File: config.mk
export PLATFORM = sky130hd
export DESIGN_NAME = store_queue
export DESIGN_NICKNAME = d
export VERILOG_FILES = /design/src/rtl/store_queue.sv
export SDC_FILE = /design/constraint.sdc
export NUM_CORES = 1
export LEC_CHECK = 0
export CAP_MARGIN = 25
export CORE_ASPECT_RATIO = 2
export CORE_MARGIN = 3
export CORE_UTILIZATION = 64
export CTS_CLUSTER_DIAMETER = 30
export DETAILED_ROUTE_END_ITERATION = 16
export PLACE_DENSITY = 0.87
export SLEW_MARGIN = 5
export SYNTH_ARGS = -nofsm -noshare
export SYNTH_HDL_FRONTEND = slang
export SYNTH_SLANG_ARGS = --single-unit
File: constraint.sdc
create_clock -name clk -period 10.4 [get_ports clk]
set_clock_uncertainty 0.05 [all_clocks]
set_input_delay 1.56 -clock clk [delete_from_list [all_inputs] [get_ports clk]]
set_output_delay 1.56 -clock clk [all_outputs]
set_load 0.05 [all_outputs]
File: src/rtl/store_queue.sv
// store_queue: in-order store buffer between the core store port and memory.
// Merges a store into the newest entry when it targets the same address.
module store_queue #(
    parameter int DEPTH  = 4,
    parameter int ADDR_W = 32,
    parameter int DATA_W = 32
) (
    input  logic                       clk,
    input  logic                       rst_n,
    input  logic                       st_we,
    input  logic [ADDR_W-1:0]          st_addr,
    input  logic [DATA_W-1:0]          st_data,
    output logic                       st_full,
    output logic                       mem_valid,
    output logic [ADDR_W-1:0]          mem_addr,
    output logic [DATA_W-1:0]          mem_data,
    input  logic                       mem_ready,
    output logic [$clog2(DEPTH):0]     count,
    output logic                       overflow
);

    localparam int PW = $clog2(DEPTH);
    localparam int CW = PW + 1;
    localparam logic [CW-1:0] FULL_CNT = CW'(DEPTH);

    logic [ADDR_W-1:0] addr_q [DEPTH];
    logic [DATA_W-1:0] data_q [DEPTH];
    logic [PW-1:0]     rd_ptr;
    logic [PW-1:0]     wr_ptr;
    logic [PW-1:0]     tail_ptr;
    logic [CW-1:0]     count_q;
    logic              overflow_q;

    logic pop;
    logic merge;
    logic push;
    logic drop;

    assign tail_ptr = wr_ptr - PW'(1);

    assign count     = count_q;
    assign overflow  = overflow_q;
    assign st_full   = (count_q == FULL_CNT);
    assign mem_valid = (count_q != '0);

    // Head is gated so a drained queue shows zeros rather than stale data.
    assign mem_addr = mem_valid ? addr_q[rd_ptr] : '0;
    assign mem_data = mem_valid ? data_q[rd_ptr] : '0;

    assign pop = mem_valid & mem_ready;

    // A lone entry leaving this cycle cannot absorb a new store.
    assign merge = st_we & mem_valid
                 & (st_addr == addr_q[tail_ptr])
                 & ~(pop & (count_q == CW'(1)));

    assign push = st_we & ~merge & (~st_full | pop);
    assign drop = st_we & ~merge & ~push;

    // Entry storage: write new tail on push, overwrite newest data on merge.
    always_ff @(posedge clk or negedge rst_n) begin
        if (!rst_n) begin
            for (int i = 0; i < DEPTH; i++) begin
                addr_q[i] <= '0;
                data_q[i] <= '0;
            end
        end else begin
            if (push) begin
                addr_q[wr_ptr] <= st_addr;
                data_q[wr_ptr] <= st_data;
            end
            if (merge) begin
                data_q[tail_ptr] <= st_data;
            end
        end
    end

    // Pointers, occupancy and sticky overflow flag.
    always_ff @(posedge clk or negedge rst_n) begin
        if (!rst_n) begin
            rd_ptr     <= '0;
            wr_ptr     <= '0;
            count_q    <= '0;
            overflow_q <= 1'b0;
        end else begin
            if (pop) begin
                rd_ptr <= rd_ptr + PW'(1);
            end
            if (push) begin
                wr_ptr <= wr_ptr + PW'(1);
            end
            count_q <= count_q + CW'(push) - CW'(pop);
            if (drop) begin
                overflow_q <= 1'b1;
            end
        end
    end

endmodule
# Word level (Yosys, flattened, before mapping)
# Cells that the tools add are included.
dict set report word_totals {
  reg_bits 264
  out_inout_bits 70
}
dict set report op_classes {
  n_addsub 5
  order_cmp 5
  eq_ne 3
  mux 20
  n_bitwise 16
  reduce_logical 3
}
# cell count
set ops {}
lappend ops {{128-bit bitwise mux} 3}
lappend ops {{32-bit 2-to-1 mux} 10}
lappend ops {{128-bit 2-to-1 mux} 2}
lappend ops {{32-bit binary-select mux with 2-bit select} 3}
lappend ops {{32-bit demux with 2-bit select} 2}
lappend ops {{32-bit equality test} 1}
lappend ops {{3-bit >= comparator (second input constant)} 3}
lappend ops {{2-bit NOT with 3-bit output} 3}
lappend ops {{1-bit AND} 8}
lappend ops {{3-bit by 1-bit less-than comparator with 1-bit output (second input constant)} 2}
lappend ops {{2-bit by 1-bit adder with 2-bit output (second input constant)} 2}
lappend ops {{1-bit NOT} 4}
lappend ops {{3-bit by 1-bit adder with 3-bit output} 1}
lappend ops {{3-bit by 1-bit equality test with 1-bit output (second input constant)} 1}
lappend ops {{3-bit equality test (second input constant)} 1}
lappend ops {{3-bit nonzero test} 1}
lappend ops {{3-bit by 1-bit subtractor with 3-bit output} 1}
lappend ops {{1-bit logical AND} 2}
lappend ops {{2-bit by 1-bit subtractor with 2-bit output (second input constant)} 1}
lappend ops {{1-bit bitwise OR} 1}

# Longest topological paths before layout
# Gate-level depths: netlist of run 1.
dict set report depth {
  ltp_word 14
  depth_mapped 18
}

# Worst setup path before layout of run 1
# No wires, ideal clock.
dict set report synth_timing {
  path_type {input to register}
  startpoint {input mem_ready}
  endpoint {register count_q[2], in the netlist count[2]}
  setup_time_ns 0.124
  arrival_time_ns 4.287
  setup_slack_ns 5.939
  stages 13
  n_path_buf 2
  cell_sequence {nor2b_1 > o31ai_1 > or4_1 > nor4_2 > nand4b_1 > buf_2 > buf_2 > nand2_1 > o32ai_1 > ha_1 > fa_1 > xnor2_1 > xnor2_1}
}
dict set report synth_via {
  elab_chain_cells 9
  elab_cells_between_ends 10
  cone_classes {add/sub: 2; bitwise: 8}
}
# element line
set synth_lines {}
lappend synth_lines {{from (decl)} 17} ;# input logic mem_ready,
lappend synth_lines {{1-bit AND (*)} 50} ;# assign pop = mem_valid & mem_ready;
lappend synth_lines {{1-bit AND} 55} ;# & ~(pop & (count_q == CW'(1)));
lappend synth_lines {{1-bit NOT} 55}
lappend synth_lines {{1-bit AND} 55}
lappend synth_lines {{1-bit NOT} 57} ;# assign push = st_we & ~merge & (~st_full | pop);
lappend synth_lines {{1-bit AND (2 in series)} 57}
lappend synth_lines {{3-bit by 1-bit adder with 3-bit output} 92} ;# count_q <= count_q + CW'(push) - CW'(pop);
lappend synth_lines {{3-bit by 1-bit subtractor with 3-bit output (*)} 92}
lappend synth_lines {{to (signal assigned)} 92}
lappend synth_lines {{to (decl)} 31} ;# logic [CW-1:0] count_q;
# Mark *: on every way between the ends. The rest lies on a longest branch, timed or not.
# A chain may end at the register's enable or synchronous reset.

# Worst setup path after layout of run 1
dict set report layout_timing {
  startpoint {register wr_ptr[0]}
  endpoint {register data_q[115] in the netlist's numbering}
}
dict set report layout_via {
  elab_chain_cells 14
  elab_cells_between_ends 26
  cone_classes {add/sub: 1; order compare: 4; eq/ne: 1; mux: 11; bitwise: 7; reduce/logical: 2}
}
# element line
set layout_lines {}
lappend layout_lines {{from (decl)} 29} ;# logic [PW-1:0] wr_ptr;
lappend layout_lines {{from (signal assigned)} 90} ;# wr_ptr <= wr_ptr + PW'(1);
lappend layout_lines {{2-bit by 1-bit subtractor with 2-bit output (*)} 39} ;# assign tail_ptr = wr_ptr - PW'(1);
lappend layout_lines {{net tail_ptr[0]} 30} ;# logic [PW-1:0] tail_ptr;
lappend layout_lines {{2-bit NOT with 3-bit output (not written as such) (*)} {54, 73}}
lappend layout_lines {{32-bit binary-select mux with 2-bit select} 54} ;# & (st_addr == addr_q[tail_ptr])
lappend layout_lines {{32-bit 2-to-1 mux (not written as such) (2 in series)} 54}
lappend layout_lines {{32-bit equality test} 54}
lappend layout_lines {{1-bit AND} 54}
lappend layout_lines {{1-bit AND} 55}
lappend layout_lines {{1-bit NOT} 57}
lappend layout_lines {{1-bit AND (2 in series)} 57}
lappend layout_lines {{128-bit 2-to-1 mux} 68} ;# if (push) begin
lappend layout_lines {{128-bit bitwise mux} 73} ;# data_q[tail_ptr] <= st_data;
lappend layout_lines {{128-bit 2-to-1 mux (*)} 72} ;# if (merge) begin
lappend layout_lines {{to (signal, indexed assignment)} 70} ;# data_q[wr_ptr] <= st_data;
lappend layout_lines {{to (signal, indexed assignment)} 73}
lappend layout_lines {{to (decl)} 27} ;# logic [DATA_W-1:0] data_q [DEPTH];
# Mark *: on every way through the listed nets, which the timed path passes. The rest lies on a longest branch. The select of a mux whose other input is x is not followed.

==> metrics.yaml, run 1 <==
status:
  status: "finished clean"
setup_path:
  crit_type: "flop to flop"
  worstReg2RegEnd: "data_q[115]"
  worst_path_most_repeated_cell: "buf_4"
  start_kind: "flop"
  r2r-start: "wr_ptr[0]"
  cpPeakStageDelay_ns: 1.00
  startpoint: "wr_ptr[0]"
  end_kind: "flop"
  cp_max_fo: 62
  r2r_cells: 11
  required_ns: 10.77
  critPathSlowestCell: "and4b_4"
  cp.arrival_ns: 6.37
  r2r_slack_ns: 4.40
  crit_path_cell_trace: "clkinv_1, ha_2, buf_4, mux4_2, nor2b_1, or4_1, nor4_2, and4b_4, buf_4, mux2i_1, a31o_2"
floorplan:
  die_w_um: 118
  pin_count: 138
  die_h_um: 230
  initial_core_util_pct: 65.3
  rows: 81
  coreArea_um2: 24600
  die_area_um2: 27200
clocking:
  hold_buffers: 0
  cts_setup_buffers: 0
  clk_latency_ns: 0.53
  cts_sinks: 264
  cts_tree: "done"
  cts_buffer_depth: 3
  clkTransAtPathRegs_ns: 0.06
  cts_max_level: 2
  post_cts_resized: 0
  cts_buffers: 39
  cts-root-buf: "clkbuf_16"
logic_synthesis:
  synth_seq_cells: 264
  syn_nets: 1471
  yosys_most_used_dff: "dfrtp_1"
  syn_area_per_cell_um2: 11.5
  synth_area_um2: 16100
  synth_top_area_cell: "dfrtp_1"
  yosysWarningCount: 0
  async_flop_share_pct: 100
  yosysSeqAreaShare_pct: 41.1
  netlist_instances: 1397
  synth_edf_count: 0
  ys_top_cells_by_area: "dfrtp_1 (41%), mux4_2 (12%), mux2i_1 (9.3%)"
  synth_top_area_share_pct: 41.1
  yosysUniqueCellTypes: 49
sta:
  fin_crit_ns: 6.00
  max_freq_ghz: 0.167
  rsz0062_at_grt: "false"
  setup_viol: 0
  fin_tns_setup_ns: 0
  relSlewSlack_pct: 29.1
  finalHoldViolCount: 0
  slew_violations: 0
  period_share_pct: 57.7
  tightest_slew_ns: 1.06
detailed_routing:
  vias: 12492
  drtIter0Drc: 1480
  ant_nets: 0
  remaining_drc_errors: 0
  vias_per_cell: 6.99
  wl_per_cell_um: 24.9
  drtPass1Iterations: 6
  routed_wl_um: 44500
final_layout:
  area_growth_pct: 15.1
  mostFrequentLayoutCell: "dfrtp_1"
  finalNonFillerCells: 1786
  drive_above_1_share_pct: 27.9
  nFillCells: 1626
  final_cell_mix: "dfrtp_1 (261), mux2i_1 (149), nand4_1 (135), clkdlybuf4s50_1 (135), nand2_1 (133)"
  final_nets: 1496
job:
  drv_cap: 0
placement:
  globalplace.congestion: 0.910
  port_buffers: 137
  post-place-cells: 1712
  hpwl_um: 26200
power_and_ir_drop:
  leakage_uw: 0.00727
  p_per_area_nw_per_um2: 400
  p_total_uw: 7400
  irDropWorstVdd_v: 0.000332
worst_hold_path:
  worstHoldPathType: "flop to flop"
  hold_end: "overflow"
  hold_depth: 1
  hp-start: "overflow"
global_route:
  grt_use_total_pct: 32.8
  grt_pass1_wl_um: 71600
  antenna_found_initial: 1
  first_global_vias: 13136
  grt_remaining_overflow: 0
  grt_max_degree: 132
-- flip-flops by register name, indices dropped and copies added (netlist names) --
signal,count
addr_q,128
count,3
data_q,128
overflow,1
rd_ptr,2
wr_ptr,2
-- worst max-delay path by stage --
| stage | endpoint | slack [ns] |
|---|---|---|
| floorplan | count[2] | 5.94 |
| global placement | data_q[58] | 4.48 |
| detailed placement | data_q[63] | 4.47 |
| CTS | data_q[115] | 4.58 |
| global route | data_q[115] | 4.26 |
| finish | data_q[115] | 4.40 |
-- synthesized netlist by cell type, types with 2 or more instances --
cell type	count
a211oi_1	2
a21oi_1	3
a222oi_1	2
a22oi_1	2
a31o_1	40
a31o_2	88
and2_1	64
and3_1	2
buf_1	39
buf_12	9
buf_2	33
buf_4	5
buf_6	2
clkbuf_1	89
dfrtp_1	264
ha_1	5
inv_1	8
mux2_2	117
mux2i_1	149
mux4_2	85
nand2_1	133
nand2b_1	5
nand3_1	11
nand4_1	135
nor2_1	2
nor2_2	4
nor2b_1	2
nor3_1	3
o21ai_0	36
o22ai_1	2
o2bb2ai_1	2
o32ai_1	2
or2_2	5
xnor2_1	30
xor2_1	3
-- stage by stage --
step	hold slack (ns)	area (um2)	setup WS (ns)	utilization, %
floorplan	0.417	16100	5.94	-
global placement	0.418	17200	4.48	69.8
finish	0.431	18500	4.40	75.1
global route	0.457	18500	4.26	75.1
CTS	0.432	18500	4.58	75.0
detailed placement	0.417	17200	4.47	69.8
-- final cells by class --
class	count	area, um2	share of cell area, %
diodes	1	2.50	0.0135
clock buffers	46	1040	5.63
clock inverters	26	246	1.33
inverters	9	33.8	0.183
multi-input cells	947	8570	46.3
flip-flops and latches	264	6620	35.8
well taps	332	415	2.25
repair buffers	161	1570	8.51
-- cell families (layout without fill, tap and decap cells) --
logic type	after synthesis	after routing	synth area share [%]
other cells	0	1	0
flops	264	264	41.1
simple gates	373	373	12.4
fa+ha+maj	6	6	0.514
xor+xnor	33	33	1.80
buf+inv	186	242	5.72
mux	351	351	29.4
compound gates	184	184	9.07
-- power breakdown --
part / internal, uW / total (uW) / leakage [uW] / switching (uW)
Clock: 764 / 1290 / 0.000631 / 525
Sequential: 1530 / 1940 / 0.00322 / 407
Combinational: 1850 / 4170 / 0.00342 / 2320
Total: 4150 / 7400 / 0.00727 / 3250
-- worst max-delay path, delay by kind of cell (launching register included) --
kind	cells	cell delay, ns
mux	2	0.51
compound gates	1	0.26
flops	1	0.35
simple gates	4	2.06
fa+ha+maj	1	0.81
buf+inv	3	1.72
-- routing by layer --
| layer | GRT usage (%) | wire (um) | vias up |
|---|---|---|---|
| li1 | - | - | 5310 |
| met1 | 39.9 | 15800 | 6340 |
| met2 | 56.2 | 23300 | 668 |
| met3 | 4.45 | 3030 | 174 |
| met4 | 18.8 | 2370 | 0 |
| met5 | 0 | 0 | - |
No activity file was read; power rests on OpenSTA's default activity.
==> run 2: changes to the inputs <==
- CORE_UTILIZATION: 64 -> 59
- PLACE_DENSITY: 0.87 -> 0.81
- clock period: 10.4 -> 6 ns (I/O delays scaled with it)
==> run 2 against run 1 <==
Setup slack got worse by 3.4 ns. Register-to-register slack worse by 3.4 ns. Non-clock buffer count is 6 higher. Sequential share of layout area fell by 0.22 points. Critical path type unchanged. Power is 75% higher. Largest cell class unchanged. Sequential cell count unchanged.
==> metrics.yaml, run 2 (synthesis results as in run 1) <==
floorplan:
  die_area_um2: 29400  # was 27200 um2
  coreArea_um2: 26600  # was 24600 um2
  die_h_um: 239  # was 230 um
  die_w_um: 123  # was 118 um
  initial_core_util_pct: 60.4  # was 65.3%
  pin_count: 138  # unchanged
  rows: 84  # was 81
clocking:
  clkTransAtPathRegs_ns: 0.06  # about the same
  cts_setup_buffers: 0  # unchanged
  cts_buffers: 36  # was 39
  post_cts_resized: 0  # unchanged
  cts_buffer_depth: 3  # unchanged
  hold_buffers: 0  # unchanged
  clk_latency_ns: 0.52  # was 0.53 ns
  cts-root-buf: "clkbuf_16"  # unchanged
  cts_tree: "done"  # unchanged
  cts_max_level: 2  # unchanged
  cts_sinks: 264  # unchanged
final_layout:
  area_growth_pct: 15.8  # was 15.1%
  final_nets: 1499  # was 1496
  final_util_pct: 70.0  # was 75.1%
  finalNonFillerCells: 1797  # was 1786
  mostFrequentLayoutCell: "dfrtp_1"  # unchanged
  num_antenna_cells: 0  # was 1
  drive_above_1_share_pct: 27.9  # unchanged
  final_cell_mix: "dfrtp_1 (261), mux2i_1 (149), nand4_1 (135), clkdlybuf4s50_1 (135), nand2_1 (133)"  # unchanged
placement:
  globalplace.congestion: 0.866  # was 0.910
  preCtsSetupSlack_ns: 1.11  # was 4.47 ns
  post-place-cells: 1729  # was 1712
  hpwl_um: 26700  # was 26200 um
  port_buffers: 137  # unchanged
detailed_routing:
  vias: 12368  # was 12492
  ant_nets: 0  # unchanged
  drtIter0Drc: 1327  # was 1480
  vias_per_cell: 6.88  # was 6.99
  routed_wl_um: 44600  # was 44500 um
  remaining_drc_errors: 0  # unchanged
  wl_per_cell_um: 24.8  # was 24.9 um
  drtPass1Iterations: 5  # was 6
status:
  status: "finished clean"  # unchanged
power_and_ir_drop:
  leakage_uw: 0.00733  # was 0.00727 uW
  p_per_area_nw_per_um2: 696  # was 400 nW/um2
  irDropWorstVdd_v: 0.000750  # was 0.000332 V
sta:
  relSlewSlack_pct: 31.0  # was 29.1%
  setup_viol: 0  # unchanged
  fin_crit_ns: 4.96  # was 6.00 ns
  period_share_pct: 82.6  # was 57.7%
  max_freq_ghz: 0.202  # was 0.167 GHz
  slew_violations: 0  # unchanged
  rsz0062_at_grt: "false"  # unchanged
  worst_slack_ns: 1.04  # was 4.40 ns
  finalHoldViolCount: 0  # unchanged
  fin_tns_setup_ns: 0  # unchanged
  tightest_slew_ns: 1.03  # was 1.06 ns
setup_path:
  end_kind: "flop"  # unchanged
  crit_type: "flop to flop"  # unchanged
  r2r_cells: 15  # was 11
  cp_max_fo: 39  # was 62
  cp.arrival_ns: 5.31  # was 6.37 ns
  worst_path_most_repeated_cell: "xnor2_1"  # was buf_4
  start_kind: "flop"  # unchanged
  crit_path_cell_trace: "clkinv_1, ha_2, buf_12, mux4_2, xnor2_1, nand4_1, a2111oi_1, nand4b_1, buf_4, nand2_1, o32ai_1, ha_1, fa_1, xnor2_1, xnor2_1"  # was clkinv_1, ha_2, buf_4, mux4_2, nor2b_1, or4_1, nor4_2, and4b_4, buf_4, mux2i_1, a31o_2
  critPathSlowestCell: "a2111oi_1"  # was and4b_4
  required_ns: 6.35  # was 10.77 ns
  cpPeakStageDelay_ns: 0.58  # was 1.00 ns
global_route:
  grt_max_degree: 103  # was 132
  grt_remaining_overflow: 0  # unchanged
  antenna_found_initial: 0  # was 1
  gr-usage-met3_pct: 3.90  # was 4.45%
  grt.busiest_layer: "met2"  # unchanged
  grt_use_met1_pct: 37.2  # was 39.9%
  first_global_vias: 12932  # was 13136
  grt_use_met2_pct: 52.2  # was 56.2%
  grt_use_total_pct: 30.8  # was 32.8%
  grt_pass1_wl_um: 71300  # was 71600 um
job:
  drv_cap: 0  # unchanged
worst_hold_path:
  worstHoldPathType: "input port to async pin"  # was flop to flop
==> run 2: critical path: cells and delay by family, from the launching register on <==
family | cells | cell delay, ns
muxes | 1 | 0.35
xor gates and xnor gates | 3 | 0.71
adders and majority gates | 3 | 1.09
and+or+nand+nor | 3 | 0.71
AOI/OAI and AO/OA | 2 | 0.68
DFF | 1 | 0.35
buffers and inverters | 3 | 0.86
==> run 2: final cells by class <==
class / instances / area (um2)
fillers: 1879 / 7980
repair buffers: 167 / 1660
inverters: 9 / 33.8
well taps: 344 / 430
clock inverters: 23 / 324
clock buffers: 43 / 978
flip-flops and latches: 264 / 6620
multi-input cells: 947 / 8570
==> run 2: stage by stage <==
step	instance area, um2	total power [uW]	hold slack [ns]
3_3_place_gp	17300	10400	0.427
4_1_cts	18600	13000	0.374
2_1_floorplan	16100	8470	0.417
6_report	18600	13000	0.325
5_1_grt	18600	13600	0.398
3_5_place_dp	17300	10600	0.434
==> run 2: routing by layer <==
layer,vias up,routed length [um]
met5,-,0
met4,0,2850
met3,178,2680
met2,608,23300
met1,6283,15800
li1,5299,-
==> run 2: worst paths after layout <==
| kind | to | slack [ns] | startpoint |
|---|---|---|---|
| worst max-delay path | count[2] | 1.04 | wr_ptr[0] |
| worst min-delay path | data_q[106] | 0.33 | rst_n |
| worst max register to register | count[2] | 1.04 | wr_ptr[0] |
| worst min register to register | data_q[51] | 0.45 | data_q[51] |
| max in group asynchronous | data_q[68] | 4.17 | rst_n |
| min in group clk | data_q[51] | 0.45 | data_q[51] |
==> run 2: power breakdown <==
group          total [uW]  switching [uW]  internal [uW]
Combinational        7300            4040           3250
Sequential           3350             691           2660
Clock                2320             836           1480
==> run 3: changes to the inputs <==
- CORE_UTILIZATION: 59 -> 53
- PLACE_DENSITY: 0.81 -> 0.77
- clock period: 6 -> 4.5 ns (I/O delays scaled with it)
==> run 3 against run 2 <==
Utilization down 6.5 points. Cell area up 1.5%. Sequential cell count unchanged. Die area up 11%. Global-route usage down 3.0 points. Setup slack worse by 0.78 ns. Non-clock buffer count up 12.
==> metrics.yaml, run 3 (synthesis results as in run 1) <==
status:
  status: "finished clean"  # unchanged
power_and_ir_drop:
  power_frac_comb_pct: 56.4  # was 56.3%
  swShare_pct: 43.3  # was 43.0%
  irDropWorstVdd_v: 0.000804  # was 0.000750 V
  p_per_area_nw_per_um2: 922  # was 696 nW/um2
  p_sw_uw: 7540  # was 5570 uW
  power.internal_uw: 9880  # was 7390 uW
  leakage_uw: 0.00743  # was 0.00733 uW
  p_total_uw: 17400  # was 13000 uW
  p_seq_share_pct: 25.4  # was 25.8%
  clkPwrFrac_pct: 18.2  # was 17.9%
detailed_routing:
  ant_nets: 0  # unchanged
  routed_wl_um: 45100  # was 44600 um
  drtIter0Drc: 1146  # was 1327
  remaining_drc_errors: 0  # unchanged
  drtPass1Iterations: 5  # unchanged
  vias_per_cell: 6.77  # was 6.88
  vias: 12455  # was 12368
  wl_per_cell_um: 24.5  # was 24.8 um
sta:
  tightest_slew_ns: 0.970  # was 1.03 ns
  setup_viol: 0  # unchanged
  max_freq_ghz: 0.236  # was 0.202 GHz
  fin_crit_ns: 4.24  # was 4.96 ns
  period_share_pct: 94.2  # was 82.6%
  worst_slack_ns: 0.262  # was 1.04 ns
  finalHoldViolCount: 0  # unchanged
  fin_tns_setup_ns: 0  # unchanged
  relSlewSlack_pct: 35.4  # was 31.0%
  rsz0062_at_grt: "false"  # unchanged
  slew_violations: 0  # unchanged
setup_path:
  worstReg2RegEnd: "count[2]"  # unchanged
  r2r-start: "wr_ptr[1]"  # was wr_ptr[0]
  r2r_slack_ns: 0.26  # was 1.04 ns
  required_ns: 4.90  # was 6.35 ns
  crit_type: "flop to flop"  # unchanged
  cp_max_fo: 34  # was 39
  cp.arrival_ns: 4.64  # was 5.31 ns
  start_kind: "flop"  # unchanged
  startpoint: "wr_ptr[1]"  # was wr_ptr[0]
  r2r_cells: 14  # was 15
  end_kind: "flop"  # unchanged
clocking:
  cts_max_level: 2  # unchanged
  cts_buffers: 41  # was 36
  cts-root-buf: "clkbuf_16"  # unchanged
  cts_buffer_depth: 3  # unchanged
  hold_buffers: 0  # unchanged
  cts_tree: "done"  # unchanged
  post_cts_resized: 0  # unchanged
  cts_sinks: 264  # unchanged
  clk_latency_ns: 0.54  # was 0.52 ns
  cts_setup_buffers: 0  # unchanged
  clkTransAtPathRegs_ns: 0.06  # about the same
floorplan:
  coreArea_um2: 29700  # was 26600 um2
  rows: 89  # was 84
  die_area_um2: 32600  # was 29400 um2
  initial_core_util_pct: 54.1  # was 60.4%
  pin_count: 138  # unchanged
  die_w_um: 129  # was 123 um
  die_h_um: 252  # was 239 um
final_layout:
  final_nets: 1516  # was 1499
  final_util_pct: 63.5  # was 70.0%
  final_cell_mix: "dfrtp_1 (261), mux2i_1 (149), nand4_1 (135), clkdlybuf4s50_1 (135), nand2_1 (133)"  # unchanged
  drive_above_1_share_pct: 29.0  # was 27.9%
  mostFrequentLayoutCell: "dfrtp_1"  # unchanged
  fin_area_um2: 18900  # was 18600 um2
  area_growth_pct: 17.5  # was 15.8%
job:
  drv_cap: 0  # unchanged
worst_hold_path:
  worstHoldPathType: "input port to async pin"  # unchanged
global_route:
  grt.busiest_layer: "met2"  # unchanged
  grt_use_met1_pct: 33.5  # was 37.2%
  first_global_vias: 12905  # was 12932
  grt_use_met2_pct: 48.1  # was 52.2%
  grt_use_total_pct: 27.9  # was 30.8%
  grt_remaining_overflow: 0  # unchanged
  gr-usage-met3_pct: 4.04  # was 3.90%
  grt_max_degree: 121  # was 103
  antenna_found_initial: 1  # was 0
  grt_pass1_wl_um: 72000  # was 71300 um
placement:
  port_buffers: 137  # unchanged
  preCtsSetupSlack_ns: 0.299  # was 1.11 ns
  globalplace.congestion: 0.886  # was 0.866
  hpwl_um: 27500  # was 26700 um
  place_area_um2: 17500  # was 17300 um2
-- run 3: changes by cell type in the layout (fill, tap and decap cells not counted), sizes merged --
cell      change
clkbuf        +5
buf          +12
diode         +1
bufinv        -5
clkinvlp      +3
clkinv        +3
inv           +3
-- run 3: per-layer routing --
metal / share of wire (%) / wire length [um]
met3: 5.5 / 2470
met2: 53 / 23900
met1: 37 / 16600
met4: 4.8 / 2180
met5: 0 / 0
-- run 3: layout make-up --
class	count	area, um2
Fill cell	2297	10800
Multi-Input combinational cell	947	8570
Sequential cell	264	6620
Timing Repair Buffer	179	1830
Clock buffer	48	1110
Tap cell	364	455
Clock inverter	27	277
Inverter	9	33.8
Antenna cell	1	2.50
-- run 3: worst max-delay path by stage --
stage / endpoint / slack, ns / cells past startpoint
after floorplan: count[2] / 0.06 / 18
after global placement: count[2] / 0.41 / 14
after detailed placement: count[2] / 0.30 / 14
after CTS: count[2] / 0.28 / 14
after global routing: count[2] / 0.07 / 14
final: count[2] / 0.26 / 14
-- run 3: metrics by stage --
stage               hold WS [ns]  instances
floorplan                  0.329       1397
global placement           0.426       1763
detailed placement         0.440       1763
CTS                        0.105       1838
global route               0.118       1839
finish                    0.0630       1839
-- run 3: power by group through the flow --
stage	registers, uW	logic, uW	clock network, uW
after CTS	4420	9890	3220
after floorplan	4110	7190	0
after global placement	4360	9710	0
final	4430	9820	3180
after detailed placement	4450	9850	0
after global routing	4570	10400	3320
-- run 3: critical path, cell delays in order, from the launching register on --
cell	delay, ns
dfrtp_1	0.38
inv_1	0.09
ha_2	0.37
buf_12	0.24
mux4_2	0.34
xnor2_1	0.32
nand4_1	0.21
a2111oi_1	0.60
nand4b_1	0.27
nand2_1	0.20
o32ai_1	0.10
ha_1	0.22
fa_1	0.41
xnor2_1	0.20
xnor2_1	0.13
